## src/rtl/sw_pkg.sv

```systemverilog
// sw_pkg: shared state encoding and parameter helpers for the stopwatch control stage.
package sw_pkg;
    typedef enum logic [1:0] {IDLE = 2'd0, RUN = 2'd1, PAUSE = 2'd2} swState_t;

    function automatic int tickDiv(input int clkHz, input int tickHz);
        return clkHz / tickHz;
    endfunction

    function automatic int debCnt(input int clkHz, input int debMs);
        return (clkHz / 1000) * debMs;
    endfunction

    function automatic int widthOf(input int n);
        return n < 2 ? 1 : $clog2(n);
    endfunction
endpackage

```

## src/rtl/sw_debounce.sv

```systemverilog
// sw_debounce: 2-FF synchronizer, DEB_CNT-cycle debouncer and rising-edge event for one raw input.
module sw_debounce import sw_pkg::*; #(
    parameter int DEB_CNT = 4
) (
    input  logic clk,
    input  logic rst,
    input  logic din,
    output logic dout,
    output logic rise
);
    localparam int CW = widthOf(DEB_CNT);

    logic [1:0] sync;
    logic [CW-1:0] cnt;
    logic diff, done;

    assign diff = sync[1] ^ dout;
    assign done = diff && cnt == CW'(DEB_CNT - 1);

    // Any cycle where the synchronized value matches dout restarts the window
    always_ff @(posedge clk or negedge rst)
        if (!rst) begin
            sync <= '0;
            cnt  <= '0;
            dout <= 1'b0;
            rise <= 1'b0;
        end else begin
            sync <= {sync[0], din};
            cnt  <= (diff && !done) ? cnt + 1'b1 : '0;
            dout <= done ? sync[1] : dout;
            rise <= done && sync[1];
        end
endmodule

```

## src/rtl/sw_control.sv

```systemverilog
// sw_control: debounced start/clear/direction inputs, IDLE/RUN/PAUSE FSM and count-tick prescaler.
// Optional lap-hold feature under macro SW_LAP_EN.
module sw_control import sw_pkg::*; #(
    parameter int CLK_HZ  = 100_000_000,
    parameter int TICK_HZ = 10,
    parameter int DEB_MS  = 10
) (
    input  logic clk,
    input  logic rst,
    input  logic btn_start,
    input  logic btn_clr,
    input  logic sw_dir,
`ifdef SW_LAP_EN
    input  logic btn_lap,
    output logic lap_hold,
`endif
    output logic enable,
    output logic clockEnable,
    output logic upDown,
    output logic clr,
    output logic running
);
    localparam int TICK_DIV = tickDiv(CLK_HZ, TICK_HZ);
    localparam int DEB_CNT  = debCnt(CLK_HZ, DEB_MS);
    localparam int PW       = widthOf(TICK_DIV);

    logic startEv, clrEv, dirLvl, wrap;
    logic unusedStartLvl, unusedClrLvl, unusedDirRise;
    logic [PW-1:0] presc;
    swState_t state, nextState;

    sw_debounce #(.DEB_CNT(DEB_CNT)) uStart (.clk(clk), .rst(rst), .din(btn_start), .dout(unusedStartLvl), .rise(startEv));
    sw_debounce #(.DEB_CNT(DEB_CNT)) uClr   (.clk(clk), .rst(rst), .din(btn_clr),   .dout(unusedClrLvl),   .rise(clrEv));
    sw_debounce #(.DEB_CNT(DEB_CNT)) uDir   (.clk(clk), .rst(rst), .din(sw_dir),    .dout(dirLvl),         .rise(unusedDirRise));

    // Clear dominates a simultaneous start event
    assign nextState = clrEv    ? IDLE
                     : !startEv ? state
                     : state == RUN ? PAUSE : RUN;
    assign wrap = presc == PW'(TICK_DIV - 1);

    // Outputs are registered from nextState so they line up with the state register
    always_ff @(posedge clk or negedge rst)
        if (!rst) begin
            state       <= IDLE;
            presc       <= '0;
            enable      <= 1'b0;
            running     <= 1'b0;
            clockEnable <= 1'b0;
            clr         <= 1'b0;
            upDown      <= 1'b0;
        end else begin
            state       <= nextState;
            enable      <= nextState == RUN;
            running     <= nextState == RUN;
            clockEnable <= nextState == RUN && wrap;
            clr         <= clrEv;
            presc       <= nextState == IDLE ? '0
                         : nextState == RUN  ? (wrap ? '0 : presc + 1'b1)
                         : presc;
            upDown      <= nextState == RUN ? upDown : dirLvl;
        end

`ifdef SW_LAP_EN
    logic lapEv, unusedLapLvl;

    sw_debounce #(.DEB_CNT(DEB_CNT)) uLap (.clk(clk), .rst(rst), .din(btn_lap), .dout(unusedLapLvl), .rise(lapEv));

    always_ff @(posedge clk or negedge rst)
        if (!rst)
            lap_hold <= 1'b0;
        else
            lap_hold <= nextState == IDLE ? 1'b0
                      : (state == RUN && lapEv) ? ~lap_hold
                      : lap_hold;
`endif
endmodule

```

## config.mk

```make
export PLATFORM = sky130hd
export DESIGN_NAME = sw_control
export DESIGN_NICKNAME = d
export VERILOG_FILES = /design/src/rtl/sw_pkg.sv /design/src/rtl/sw_debounce.sv /design/src/rtl/sw_control.sv
export SDC_FILE = /design/constraint.sdc
export NUM_CORES = 1
export LEC_CHECK = 0
export ABC_AREA = 1
export CORE_MARGIN = 4
export CORE_UTILIZATION = 47
export CTS_BUF_LIST = sky130_fd_sc_hd__clkbuf_4
export CTS_CLUSTER_SIZE = 40
export DETAILED_ROUTE_END_ITERATION = 6
export MAX_ROUTING_LAYER = met4
export PLACE_DENSITY = 0.7
export RECOVER_POWER = 100
export SLEW_MARGIN = 5
export SYNTH_ARGS = -nofsm -noshare
export SYNTH_HDL_FRONTEND = slang
export SYNTH_SLANG_ARGS = --single-unit
```

## constraint.sdc

```tcl
create_clock -name clk -period 2.3 [get_ports clk]
set_clock_uncertainty 0.15 [all_clocks]
set_input_delay 0.46 -clock clk [delete_from_list [all_inputs] [get_ports clk]]
set_output_delay 0.46 -clock clk [all_outputs]
set_load 0.03 [all_outputs]
```

==> impl_metrics.csv, run 1 <==
group,metric,value,unit
outcome,status,"finished clean",
sta,setup_viol,0,
sta,rsz0062_at_grt,"no",
logic_synthesis,synth.distinct_cells,33,
global_route,grt_max_degree,40,
layout,drive_gt1_share,4.95,%
sta,min_period,2170,ps
worst_setup_path,cp_num_buf_inv,1,
logic_synthesis,synth_nets,693,
drt,finalWirelength,10600,um
drt,drcViolationCount,0,
worst_setup_path,cpPeakStageDelay,730,ps
placed_design,gp_congestion,0.927,
clocking,post-cts-setup-buffers,0,
die,num_rows,38,
worst_hold_path,min_path_type,"flip-flop to flip-flop",
drt,drtPass1Iterations,5,
drt,drt-wirelength-per-cell,12.6,um
clocking,htreeDepth,3,
logic_synthesis,synth_seq_area_share,47.0,%
clocking,cts_tree,"built",
drt,via_per_inst,5.11,
worst_setup_path,cp-start-kind,"flip-flop",
clocking,cts_buffers,9,
layout,fillers,1068,
sta,worst_pin_slew,978,ps
worst_setup_path,reg2regPathDepth,8,
die,die_h,115,um
layout,final_core_util,51.4,%
worst_setup_path,crit_path_cell_trace,"dlygate4sd3_1",
global_route,antenna_found_initial,0,
drt,ant_nets,0,
sta,finalCritPeriodShare,94.2,%
placed_design,dp_hpwl,7840,um
logic_synthesis,syn_area_per_cell,7.86,um2
worst_setup_path,r2r_start,"uClr.cnt[0]$_DFF_PN0_",
pwr,p_per_area,480,nW/um2
logic_synthesis,yosysWarnings,0,
pwr,power_leakage,0.00238,uW
sta,final.setup.worst_slack,133,ps
placed_design,pre_cts_slack,420,ps
worst_hold_path,hold_path_startpoint,"uDir.sync[0]$_DFF_PN0_",
die,core_region_area,11000,um2
pwr,power,2720,uW
sta,slew_headroom,34.8,%
layout,final_net_count,712,
placed_design,portBuffers,9,
worst_setup_path,worstPathRequired,1690,ps
worst_hold_path,hold_depth,0,
drt,drt_iter0_drc,229,
sta,holdWs,217,ps
clocking,clock-root-buffer,"clkbuf_4",
die,dieWidth,115,um
clocking,insertion_delay,470,ps
layout,area_growth,5.47,%
sta,tns,0,ps
logic_synthesis,synth_cells,684,
logic_synthesis,syn-cell-area,5380,um2
clocking,cts_resized,0,
layout,n_antenna_cell,0,
global_route,grt_usage,17.9,%
die,ios,10,
sta,final_hold_viol_count,0,
global_route,grt_pass1_wl,18700,um
die,design.die.area,13200,um2
flow_run,drv_cap,0,
clocking,clock-sinks,101,
pwr,vdd_drop_max,0.316,mV
worst_setup_path,cp_slowest_cell,"dlygate4sd3_1",
global_route,grt_pass1_vias,4191,
sta,clock.fmax,461,MHz
clocking,clk_pin_slew,160,ps
sta,finalMaxSlewViolations,0,
worst_setup_path,r2r_end,"uClr.cnt[17]$_DFF_PN0_",
worst_setup_path,crit_path_max_fanout,1,
drt,vias,4329,
worst_setup_path,cp_top_family,"buffers and inverters",
logic_synthesis,ys_ff_latch,101,
worst_setup_path,regToRegSetupSlack,290,ps
worst_setup_path,critPathKind,"flip-flop to output pin",
clocking,cts_buffer_depth,2,
worst_setup_path,end_kind,"output pin",
worst_setup_path,arrival,1560,ps
global_route,gr-total-overflow,0,
worst_hold_path,whs_endpoint,"uDir.sync[1]$_DFF_PN0_",
die,start_util,48.8,%
==> synth_stat cells, drive strengths merged <==
cell	n	area [um2]
or2	1	6.26
ha	4	50.1
nand2	163	632
nor3b	11	93.8
a21oi	8	40.0
nor4	2	27.5
dfrtp	101	2530
a31oi	1	6.26
inv	80	300
o21ai	23	115
nor2	137	549
nand4	27	184
xnor2	5	43.8
xor2	32	280
o22ai	4	25.0
o21bai	2	15.0
nand3	53	285
nor3	23	125
buf	7	71.3
==> what timing repair did <==
action | in CTS | in global routing
hold buffers | 1 | 0
hold endpoints to repair | 36 | 0
endpoints found under the setup margin | 0 | 0
==> per-layer routing <==
layer | vias up | track usage, % | routed length, um
met4 | 0 | 4.07 | 86
met3 | 9 | 5.05 | 499
met1 | 2019 | 22.5 | 4990
met5 | - | - | 0
li1 | 2218 | - | -
met2 | 83 | 29.0 | 5070
==> stage by stage <==
step,cells,instance area (um2)
2_1_floorplan,684,5380
3_5_place_dp,831,5620
6_report,847,5670
3_3_place_gp,831,5620
4_1_cts,847,5740
5_1_grt,847,5670
==> registers in the layout, indices dropped and copies added, names as in the netlist <==
register,flops
uDir.dout,1
uDir.cnt,20
uStart.cnt,20
uClr.dout,1
uStart.dout,1
uDir.sync,2
uStart.sync,2
uClr.sync,2
presc,24
enable,1
upDown,1
uStart.rise,1
uClr.rise,1
clr,1
clockEnable,1
uClr.cnt,20
state,2
==> placed cells by master, fill, tap and decap left out, types with 2 or more instances in the layout <==
cell type        instances
o21ai_0                 22
nor2_2                   5
nor2_1                 131
nand2_1                159
nor3_1                  21
nand2_4                  2
clkdlybuf4s50_1          3
clkinv_4                 2
ha_1                     4
o21bai_1                 2
nand3_1                 52
xnor2_1                  5
nand2_2                  2
o22ai_1                  4
nand4_1                 27
clkbuf_4                11
dlygate4sd3_1            6
nor3b_1                 10
clkbuf_2                 2
xor2_1                  32
nor3_2                   2
clkbuf_1                 2
dfrtp_1                101
a21oi_1                  8
inv_1                   79
==> layout make-up <==
cell class	count	area, um2	area share [%]
clock buffer	10	75.1	1.32
clock inverter	5	37.5	0.662
inverter	80	300	5.29
multi-input combinational	496	2430	42.9
sequential	101	2530	44.6
tap	140	175	3.09
timing repair buffer	15	123	2.16
==> where the power goes <==
group	switching, uW	internal [uW]
Combinational	66.7	23.3
Sequential	10.7	1790
Clock	596	233
==> kinds of logic after synthesis <==
logic type,synth area share (%)
fa+ha+maj,0.931
simple gates,35.4
compound gates,3.75
buf+inv,6.91
xor+xnor,6.03
flops,47.0
==> how the worst max path moves through the flow <==
| stage | slack [ps] | depth (start not counted) | start | to |
|---|---|---|---|---|
| 4_1_cts | 120 | 1 | upDown$_DFFE_PN0N_ | upDown |
| 5_1_grt | 60 | 1 | clockEnable$_DFF_PN0_ | clockEnable |
| 3_3_place_gp | 480 | 7 | uStart.cnt[0]$_DFF_PN0_ | uStart.cnt[13]$_DFF_PN0_ |
| 6_report | 130 | 1 | clockEnable$_DFF_PN0_ | clockEnable |
| 2_1_floorplan | 650 | 7 | uDir.cnt[0]$_DFF_PN0_ | uDir.cnt[11]$_DFF_PN0_ |
| 3_5_place_dp | 420 | 8 | uStart.cnt[0]$_DFF_PN0_ | uStart.cnt[2]$_DFF_PN0_ |
No activity file was read; power rests on OpenSTA's default activity.
==> inputs of run 2 (changes only) <==
--- a/config.mk
+++ b/config.mk
@@ -14,6 +14,7 @@
 export MAX_ROUTING_LAYER = met4
 export PLACE_DENSITY = 0.7
 export RECOVER_POWER = 100
+export REMOVE_ABC_BUFFERS = 1
 export SLEW_MARGIN = 5
 export SYNTH_ARGS = -nofsm -noshare
 export SYNTH_HDL_FRONTEND = slang
==> run 2 against run 1 <==
First-iteration DRC count grew 3.5%. Largest power group unchanged. Highest routed layer unchanged. Final cell count shrank 0.35%. Sequential cell count is the same. Hold slack gained 3.6 ps. Combinational power grew 2%. Non-clock buffer count shrank 3. Clock power grew 22%. Clock-buffer cell count is the same. Power grew 6.6%. Cell area grew 0.49%. Critical path type unchanged.
==> impl_metrics.csv, run 2 (synthesis results as in run 1) <==
group,metric,value,unit
outcome,status,"finished clean",
clocking,clock-sinks,101,
pwr,p_per_area,509,nW/um2
worst_hold_path,whs_endpoint,"uClr.sync[1]$_DFF_PN0_",
worst_setup_path,cpPeakStageDelay,740,ps
placed_design,dp.cells,828,
layout,area_growth,5.98,%
sta,setup_viol,0,
flow_run,drv_cap,0,
pwr,vdd_drop_max,0.372,mV
worst_hold_path,min_path_type,"flip-flop to flip-flop",
global_route,grt_max_degree,37,
worst_setup_path,cp_top_family,"buffers and inverters",
die,num_rows,38,
worst_setup_path,end_kind,"output pin",
drt,drcViolationCount,0,
sta,clock.fmax,461,MHz
global_route,grt_pass1_wl,19200,um
layout,final_net_count,709,
die,design.die.area,13200,um2
layout,n_antenna_cell,0,
worst_hold_path,hold_path_startpoint,"uClr.sync[0]$_DFF_PN0_",
global_route,gr-total-overflow,0,
drt,drt_iter0_drc,237,
die,die_h,115,um
layout,largest_reg_flops,24,
sta,finalCritPeriodShare,94.3,%
worst_setup_path,r2r_start,"uStart.cnt[0]$_DFF_PN0_",
clocking,clock-root-buffer,"clkbuf_4",
pwr,power_leakage,0.00240,uW
die,dieWidth,115,um
layout,final_core_util,51.7,%
clocking,htreeDepth,3,
worst_setup_path,cp-start-kind,"flip-flop",
sta,rsz0062_at_grt,"no",
sta,finalMaxSlewViolations,0,
die,core_region_area,11000,um2
sta,worst_pin_slew,904,ps
layout,final_cells,844,
worst_setup_path,reg2regPathDepth,8,
placed_design,dp_hpwl,7980,um
worst_setup_path,r2r_end,"uStart.cnt[15]$_DFF_PN0_",
drt,drtPass1Iterations,4,
clocking,cts_buffers,9,
sta,slew_headroom,39.7,%
die,ios,10,
clocking,insertion_delay,480,ps
worst_setup_path,crit_path_max_fanout,1,
worst_setup_path,crit_path_cell_trace,"dlygate4sd3_1",
drt,drt-wirelength-per-cell,12.7,um
placed_design,gp_congestion,0.974,
worst_setup_path,cp_num_buf_inv,1,
worst_setup_path,regToRegSetupSlack,250,ps
clocking,cts_tree,"built",
sta,holdWs,221,ps
global_route,grt_pass1_vias,4352,
placed_design,portBuffers,9,
layout,regMostFlops,"presc",
global_route,antenna_found_initial,0,
die,start_util,48.8,%
layout,most-common-layout-cells,"nand2_1, nor2_1, dfrtp_1",
sta,final_hold_viol_count,0,
worst_setup_path,cp_slowest_cell,"dlygate4sd3_1",
worst_setup_path,worstPathRequired,1690,ps
drt,ant_nets,0,
worst_setup_path,critPathKind,"flip-flop to output pin",
drt,finalWirelength,10800,um
sta,min_period,2170,ps
drt,vias,4384,
sta,tns,0,ps
layout,drive_gt1_share,4.69,%
worst_hold_path,hold_depth,0,
global_route,grt_usage,18.6,%
layout,final_common_cell,"nand2_1",
clocking,cts_buffer_depth,2,
clocking,clk_pin_slew,150,ps
worst_setup_path,arrival,1560,ps
drt,via_per_inst,5.19,
## run 2: changes by cell type in the layout (fill, tap and decap cells not counted), sizes merged
cell,previous run,this run
inv,81,80
bufinv,0,2
clkbuf,15,13
clkinv,3,2
clkdlybuf4s50,3,2
## run 2: report_power, final
part           internal (uW)  total [uW]  switching [uW]  leakage [uW]
logic                   25.5        91.6            66.1      0.000925
registers               1790        1800            10.9       0.00139
clock network            442        1010             565     0.0000799
## run 2: how the worst max path moves through the flow
stage / cells past startpoint / from / to / slack [ps]
2_1_floorplan: 8 / uStart.cnt[0]$_DFF_PN0_ / uStart.cnt[14]$_DFF_PN0_ / 680
3_3_place_gp: 7 / state[1]$_DFF_PN0_ / presc[0]$_DFFE_PN0P_ / 470
3_5_place_dp: 7 / state[1]$_DFF_PN0_ / presc[7]$_DFFE_PN0P_ / 400
4_1_cts: 1 / upDown$_DFFE_PN0N_ / upDown / 60
5_1_grt: 1 / clockEnable$_DFF_PN0_ / clockEnable / 50
6_report: 1 / clockEnable$_DFF_PN0_ / clockEnable / 130
## run 2: area by class of cell
type | instances | area (um2)
clock buffers | 10 | 75.1
flip-flops and latches | 101 | 2530
multi-input cells | 496 | 2430
clock inverters | 5 | 76.3
inverters | 80 | 300
fillers | 1050 | 5330
repair buffers | 12 | 116
well taps | 140 | 175
## run 2: metal layers
metal	part of all wire (%)	track usage, %	vias up
li1	-	-	2217
met1	46	22.5	2047
met2	47	29.9	99
met3	4.6	4.58	21
met4	2.0	7.75	0
met5	0	-	-
## run 2: repair_timing
item | in CTS | in global routing
setup endpoints to repair | 0 | 1
setup buffers | 0 | 0
endpoints found under the hold margin | 34 | 0
resized for setup | 0 | 1
hold buffers | 1 | 0
## run 2: per-stage QoR
step | instance area [um2] | total power [uW] | setup slack, ps
after floorplan | 5310 | 1880 | 682
after global placement | 5610 | 1940 | 470
after detailed placement | 5610 | 1940 | 396
after CTS | 5770 | 2950 | 64.0
after global routing | 5700 | 3040 | 51.7
final | 5700 | 2900 | 132
